===== config.mk =====
export PLATFORM = sky130hd
export DESIGN_NAME = wb_mem_arbiter
export DESIGN_NICKNAME = d
export VERILOG_FILES = /design/src/rtl/wb_mem_arbiter.sv
export SDC_FILE = /design/constraint.sdc
export NUM_CORES = 1
export LEC_CHECK = 0
export ABC_AREA = 1
export BUFFER_PORTS_ARGS = -buffer_cell sky130_fd_sc_hd__buf_2
export CAP_MARGIN = 0
export CORE_AREA = 2 2 123 125
export CTS_CLUSTER_SIZE = 28
export DETAILED_ROUTE_END_ITERATION = 12
export DIE_AREA = 0 0 125 127
export PLACE_DENSITY_LB_ADDON = 0.1
export RECOVER_POWER = 25
export SYNTH_ARGS = -nofsm -noshare
export SYNTH_HDL_FRONTEND = slang
export SYNTH_SLANG_ARGS = --single-unit

===== constraint.sdc =====
create_clock -name wb_clk_i -period 1.8 [get_ports wb_clk_i]
set_input_delay 0.27 -clock wb_clk_i [delete_from_list [all_inputs] [get_ports wb_clk_i]]
set_output_delay 0.27 -clock wb_clk_i [all_outputs]
set_load 0.02 [all_outputs]

===== src/rtl/wb_mem_arbiter.sv =====
// -----------------------------------------------------------------------------
// wb_mem_arbiter
//
// Shares one Wishbone memory slave (boot ROM or RAM wrapper) between two bus
// masters. Grants are round-robin on ties and held for the whole bus cycle
// (while the granted master keeps cyc high). Ack and err are routed back only
// to the granted master. A watchdog ends a stalled slave access with a
// one-cycle error pulse once it has waited TIMEOUT cycles without a response.
//
// Parameters
//   AW       address width
//   DW       data width
//   TIMEOUT  slave stall limit in cycles (1..255)
//
// Ports
//   wb_clk_i, wb_rst_n_i          clock, asynchronous active-low reset
//   mN_cyc_i/stb_i/we_i           master N bus cycle, strobe, write enable
//   mN_adr_i/sel_i/dat_i          master N address, byte selects, write data
//   mN_dat_o/ack_o/err_o          master N read data, ack, error
//   s_cyc_o/stb_o/we_o            slave cycle, strobe, write enable
//   s_adr_o/sel_o/dat_o           slave address, byte selects, write data
//   s_dat_i/ack_i/err_i           slave read data, ack, error
// -----------------------------------------------------------------------------
module wb_mem_arbiter #(
    parameter int AW      = 32,
    parameter int DW      = 32,
    parameter int TIMEOUT = 255
) (
    input  logic          wb_clk_i,
    input  logic          wb_rst_n_i,

    input  logic          m0_cyc_i,
    input  logic          m0_stb_i,
    input  logic          m0_we_i,
    input  logic [AW-1:0] m0_adr_i,
    input  logic [3:0]    m0_sel_i,
    input  logic [DW-1:0] m0_dat_i,
    output logic [DW-1:0] m0_dat_o,
    output logic          m0_ack_o,
    output logic          m0_err_o,

    input  logic          m1_cyc_i,
    input  logic          m1_stb_i,
    input  logic          m1_we_i,
    input  logic [AW-1:0] m1_adr_i,
    input  logic [3:0]    m1_sel_i,
    input  logic [DW-1:0] m1_dat_i,
    output logic [DW-1:0] m1_dat_o,
    output logic          m1_ack_o,
    output logic          m1_err_o,

    output logic          s_cyc_o,
    output logic          s_stb_o,
    output logic          s_we_o,
    output logic [AW-1:0] s_adr_o,
    output logic [3:0]    s_sel_o,
    output logic [DW-1:0] s_dat_o,
    input  logic [DW-1:0] s_dat_i,
    input  logic          s_ack_i,
    input  logic          s_err_i
);

    typedef enum logic [1:0] {
        IDLE = 2'd0,
        GNT0 = 2'd1,
        GNT1 = 2'd2
    } state_t;

    // Watchdog value seen in the last stalled cycle before the limit is hit.
    localparam logic [7:0] WDOG_LAST = 8'(TIMEOUT - 1);

    state_t     state;
    state_t     state_nxt;
    logic       last;
    logic       last_nxt;
    logic [7:0] wdog;
    logic [7:0] wdog_nxt;
    logic       counting;
    logic       timeout;

    // State, last-granted index and watchdog. Reset leaves master 1 as the
    // last grantee so master 0 wins the first tie.
    always_ff @(posedge wb_clk_i or negedge wb_rst_n_i) begin
        if (!wb_rst_n_i) begin
            state <= IDLE;
            last  <= 1'b1;
            wdog  <= 8'd0;
        end else begin
            state <= state_nxt;
            last  <= last_nxt;
            wdog  <= wdog_nxt;
        end
    end

    // Grant selection. A grant is held while the owner keeps cyc high; on
    // release the arbiter always passes through IDLE, where the other
    // master's pending request is picked up. Ties go to the master that was
    // not granted last.
    always_comb begin
        state_nxt = state;
        last_nxt  = last;
        case (state)
            IDLE: begin
                if (m0_cyc_i && m1_cyc_i) begin
                    state_nxt = last ? GNT0 : GNT1;
                end else if (m0_cyc_i) begin
                    state_nxt = GNT0;
                end else if (m1_cyc_i) begin
                    state_nxt = GNT1;
                end
            end
            GNT0: begin
                if (!m0_cyc_i) begin
                    state_nxt = IDLE;
                end
            end
            GNT1: begin
                if (!m1_cyc_i) begin
                    state_nxt = IDLE;
                end
            end
            default: state_nxt = IDLE;
        endcase
        if (state == IDLE && state_nxt == GNT0) begin
            last_nxt = 1'b0;
        end else if (state == IDLE && state_nxt == GNT1) begin
            last_nxt = 1'b1;
        end
    end

    // Slave-side mux, purely from the current grant so that an async reset
    // silences the slave immediately.
    always_comb begin
        s_cyc_o = 1'b0;
        s_stb_o = 1'b0;
        s_we_o  = 1'b0;
        s_adr_o = '0;
        s_sel_o = '0;
        s_dat_o = '0;
        case (state)
            GNT0: begin
                s_cyc_o = m0_cyc_i;
                s_stb_o = m0_stb_i;
                s_we_o  = m0_we_i;
                s_adr_o = m0_adr_i;
                s_sel_o = m0_sel_i;
                s_dat_o = m0_dat_i;
            end
            GNT1: begin
                s_cyc_o = m1_cyc_i;
                s_stb_o = m1_stb_i;
                s_we_o  = m1_we_i;
                s_adr_o = m1_adr_i;
                s_sel_o = m1_sel_i;
                s_dat_o = m1_dat_i;
            end
            default: ;
        endcase
    end

    // Watchdog: counts consecutive cycles of an outstanding strobe with no
    // slave response. The timeout fires in the cycle the stall reaches
    // TIMEOUT cycles, and the counter restarts on the following cycle so the
    // error is a single pulse. An ack in that same cycle suppresses the
    // timeout because the counting condition requires no response.
    assign counting = s_cyc_o & s_stb_o & ~s_ack_i & ~s_err_i;
    assign timeout  = counting & (wdog == WDOG_LAST);

    always_comb begin
        wdog_nxt = 8'd0;
        if (counting && !timeout) begin
            wdog_nxt = wdog + 8'd1;
        end
    end

    // Responses reach only the granted master; read data fans out to both.
    assign m0_dat_o = s_dat_i;
    assign m1_dat_o = s_dat_i;
    assign m0_ack_o = (state == GNT0) & s_ack_i;
    assign m1_ack_o = (state == GNT1) & s_ack_i;
    assign m0_err_o = (state == GNT0) & (s_err_i | timeout);
    assign m1_err_o = (state == GNT1) & (s_err_i | timeout);

endmodule


# After elaboration in Yosys (flattened, before gate mapping)
# Index checks and enable logic that the tools add are counted.
[totals] mem_count=0 in_bits=178 romBits=0 output_inout_bits=139 regBits=11 latch_bits=0 wordCells=43 ram_bits=0
[classes] n_lt_le_gt_ge=0 add_sub_neg=1 n_reduce_logical=7 muxes=16 div_mod_pow=0 n_eq_ne=5 multipliers=0 bitwise_logic=11 shifts=0
[ops] cell="case mux 32 bit (2 select lines)" count=2
[ops] cell="two-way mux 2 bit" count=6
[ops] cell="adder 8 x 1 -> 8 bit (second input constant)" count=1
[ops] cell="AND 1 bit" count=8
[ops] cell="== test 8 bit (second input constant)" count=1
[ops] cell="two-way mux 8 bit" count=1
[ops] cell="case mux 4 bit (2 select lines)" count=1
[ops] cell="case mux 1 bit (2 select lines)" count=3
[ops] cell="case mux 2 bit (3 select lines)" count=1
[ops] cell="== test 2 x 1 -> 1 bit (second input constant)" count=2
[ops] cell="== test 2 bit (second input constant)" count=2
[ops] cell="logical AND 1 bit" count=4
[ops] cell="zero test 2 bit" count=1
[ops] cell="two-way mux 1 bit" count=2
[ops] cell="NOT 1 bit" count=2
[ops] cell="nonzero test 2 bit" count=1
[ops] cell="zero test 1 bit" count=1
[ops] cell="bitwise OR 1 bit" count=1

# Logic depth before layout (Yosys ltp)
[logic_depth] ltp_word=9 depth_mapped=11 depth_no_buf=10

# Least setup slack after synthesis
# No wires, ideal clock.
[synth_timing] kind="register -> output" startpoint="register state[1]" endpoint="output s_adr_o[0]" arrival_ns=1.466 path_stages_with_launch=7 setup_slack_ns=0.064 t_required_ns=1.530 path_buffers=2 cell_sequence="dfrtp_1 inv_1 ha_1 buf_4 clkbuf_1 nand2_1 a21oi_1"
[synth_between] elab_chain_cells=2 word_cells_on_any_way=3
[synth_lines] element="from (decl)" line_no="72" text="state_t state;"
[synth_lines] element="from (signal assigned)" line_no="89" text="state <= state_nxt;"
[synth_lines] element="== test 2 bit or == test 2 x 1 -> 1 bit (tied branches)" line_no="140" text="case (state)"
[synth_lines] element="case mux 32 bit (2 select lines) (*)" line_no="140"
[synth_lines] element="to (decl)" line_no="55" text="output logic [AW-1:0] s_adr_o,"
# Every way passes the cells marked *; elsewhere a longest branch is shown, timed or not.

# Worst setup path in the final report
[layout_timing] startpoint="register state[0]" endpoint="output m1_err_o"
[layout_between] elab_chain_cells=8 word_cells_on_any_way=10
[layout_lines] element="== test 2 bit or == test 2 x 1 -> 1 bit (tied branches)" line_no="140, 182"
[layout_lines] element="case mux 1 bit (2 select lines)" line_no="140"
[layout_lines] element="AND 1 bit (3 in series)" line_no="166" text="assign counting = s_cyc_o & s_stb_o & ~s_ack_i & ~s_err_i;"
[layout_lines] element="AND 1 bit" line_no="167" text="assign timeout = counting & (wdog == WDOG_LAST);"
[layout_lines] element="bitwise OR 1 bit" line_no="182" text="assign m1_err_o = (state == GNT1) & (s_err_i | timeout);"
[layout_lines] element="AND 1 bit (*)" line_no="182"
[layout_lines] element="to (decl)" line_no="50" text="output logic m1_err_o,"
# Marked as above.

==> out/results.tsv <==
stage	metric	value	unit
clock_tree	clkTransAtPathRegs	0.04	ns
global_routing	use_met3	0.0389	
synthesis	syn_area	2180	sq um
route	dr_total_vias	2986	
pwr	p_sw	0.00314	W
clock_tree	cts_buffer_depth	2	
die	die_area	15900	sq um
place	gp_congestion	0.792	
clock_tree	cts_tree	built	
run_status	status	finished, violations left	
route	wl_per_cell	16.1	um
pwr	sequentialPowerShare	0.056	
pwr	peakVddDrop	0.485	mV
route	drcViolationCount	0	
die	die_w	125	um
global_routing	grt_use_met1	0.151	
clock_tree	clock_latency	0.24	ns
sta	fin_ws	-0.111	ns
place	placed_area	3070	sq um
worst_setup_path	cp.arrival	1.64	ns
synthesis	yosys-top-cells-count	nand2_1 (164), a21oi_1 (72), buf_4 (66), clkbuf_1 (21), inv_1 (20)	
global_routing	grt_usage	0.133	
synthesis	synth_area_per_cell	5.53	sq um
global_routing	grt_pass1_wl	16900	um
sta	fin_crit	1.91	ns
pwr	power.density	1540	nW/um^2
worst_hold_path	hold_path_class	in -> async	
place	io_buffers	220	
synthesis	yosys.cell_types.count	23	
sta	setup_violations	72	
synthesis	synth_flop_cell	dfrtp_1	
route	drtIter0Drc	127	
worst_setup_path	start_kind	flip-flop	
worst_setup_path	path_class	reg -> out	
route	firstDrtPassIters	4	
worst_setup_path	cp_max_fo	4	
route	totalWireLength	11800	um
clock_tree	clock-sinks	11	
flow_run	drv_cap	0	
synthesis	synthArstFlopShare	1.00	
place	place_hpwl	9120	um
place	dp.cells	720	
synthesis	yosysMostFrequentCell	nand2_1	
synthesis	synth_top_area_frac	0.283	
pwr	p_comb_frac	0.872	
global_routing	busiest_layer	met2	
finish	final_util	0.257	
pwr	intPower	0.00257	W
run_status	violations	setup timing	
synthesis	ys_warn_count	0	
sta	relSlewSlack	0.699	
die	io_pins	317	
finish	fill_cells	1696	
place	place_ws	0.0656	ns
synthesis	netlist_instances	394	
clock_tree	htree_levels	1	
clock_tree	ctsRootBufferMaster	clkbuf_16	
global_routing	grt_pass1_vias	2980	
global_routing	grt_max_degree	43	
sta	max_freq	523	MHz
synthesis	synthTopCellsByArea	nand2_1 (28%), buf_4 (23%), a21oi_1 (17%)	
die	num_rows	44	
synthesis	synth_top_cell_by_area	nand2_1	
finish	drive_gt1_frac	0.547	
pwr	pwr-share-clk	0.072	
global_routing	overflow	0	
worst_setup_path	worstPathRequired	1.53	ns
sta	rsz0062_at_grt	yes	
die	initial_utilization	0.151	
pwr	switching_share	0.550	
route	antenna_left	0	
synthesis	seq_area_frac_synth	0.127	
sta	fin_hold_ws	0.431	ns
global_routing	antenna_found_initial	3	
finish	stdcell_count	732	
finish	finalInstanceArea	3710	sq um
pwr	power.leakage	1.76	nW
sta	maxSlewViolCount	0	
sta	final_hold_viol_count	0	
route	drt-vias-per-instance	4.08	
synthesis	ys_ff_latch	11	
sta	clock_skew	0.00152	ns
finish	fin_nets	732	
sta	worstMarginPinSlew	0.451	ns
die	die_y	127	um
synthesis	synth_edf_count	0	
clock_tree	cts_made_buffers	3	
sta	period_share	1.06	
finish	area_growth	70.3	%
synthesis	syn_nets	578	
die	core-area	14400	sq um
worst_setup_path	endpoint_kind	output pin	
global_routing	gr-usage-met2	0.246	
[cell usage in the layout (no fill, tap or decap), types with 2 or more instances in the layout]
| cell type | instances |
|---|---|
| nand3_1 | 4 |
| nand2_2 | 4 |
| ha_1 | 3 |
| o21ai_0 | 2 |
| a21oi_1 | 32 |
| ha_4 | 3 |
| buf_12 | 5 |
| clkbuf_16 | 4 |
| nor3b_2 | 2 |
| buf_2 | 149 |
| buf_4 | 64 |
| inv_2 | 2 |
| inv_1 | 18 |
| nand2_1 | 159 |
| buf_6 | 14 |
| dfrtp_1 | 10 |
| nor3_1 | 2 |
| xor2_1 | 2 |
| nor2_1 | 12 |
| a21oi_2 | 40 |
| nand2_4 | 3 |
[flip-flops by register name (all words and copies together) (netlist names)]
register  flops
last          1
state         2
wdog          8
[cell families after synthesis]
logic type	synth area share
compound gates	0.174
xor+xnor	0.0121
fa+ha+maj	0.0345
buf+inv	0.300
flops	0.127
simple gates	0.352
[critical path: stages, from the launching register on]
cell	delay, ns
dfrtp_1	0.41
inv_2	0.11
ha_4	0.19
nand2_4	0.07
nand2_4	0.08
nand3_4	0.07
nor2_4	0.14
a21oi_2	0.07
nor2_1	0.11
buf_4	0.15
[worst paths after layout]
kind                            start        to  slack [ns]  cells past startpoint
max                          state[0]  m1_err_o       -0.11                      9
min                        wb_rst_n_i   wdog[1]        0.43                      2
max reg2reg                  state[0]   wdog[3]        0.12                     10
min reg2reg                   wdog[0]   wdog[0]        0.46                      1
max in group asynchronous  wb_rst_n_i      last        1.10                      2
min in group wb_clk_i         wdog[0]   wdog[0]        0.46                      1
[per-stage QoR]
| stage | total power, W | setup TNS, ns |
|---|---|---|
| 2_1_floorplan | 0.00279 | 0 |
| 3_3_place_gp | 0.00409 | 0 |
| 6_report | 0.00571 | -3.81 |
| 5_1_grt | 0.00614 | -9.65 |
| 4_1_cts | 0.00543 | -3.00 |
| 3_5_place_dp | 0.00409 | 0 |
[power by group through the flow]
stage | Sequential (W) | Combinational (W) | Clock [W]
finish | 0.000320 | 0.00497 | 0.000412
global route | 0.000325 | 0.00538 | 0.000438
CTS | 0.000320 | 0.00468 | 0.000424
detailed placement | 0.000322 | 0.00377 | 0
global placement | 0.000320 | 0.00377 | 0
floorplan | 0.000322 | 0.00247 | 0
[repair_timing]
item	4_1_cts	5_1_grt
gates cloned	1	1
gates resized for setup	112	32
pin swaps	2	9
hold endpoints to repair	10	0
buffers inserted	4	0
hold buffers	1	0
endpoints found under the setup margin	72	72
[metal layers]
metal  vias to the layer above  wire length, um
met5                         -               27
met4                         4              174
met3                        18              973
met2                       157             6090
met1                      1330             4520
li1                       1477                -
[cell type report]
| type | count | area [sq um] | share of cell area |
|---|---|---|---|
| Sequential cell | 11 | 277 | 0.0746 |
| Clock buffer | 3 | 75.1 | 0.0202 |
| Antenna cell | 1 | 2.50 | 0.000675 |
| Tap cell | 184 | 230 | 0.0621 |
| Clock inverter | 1 | 5.00 | 0.00135 |
| Inverter | 21 | 81.3 | 0.0219 |
| Timing Repair Buffer | 236 | 1560 | 0.421 |
| Multi-Input combinational cell | 275 | 1480 | 0.398 |
(Power assumes the default switching activity.)
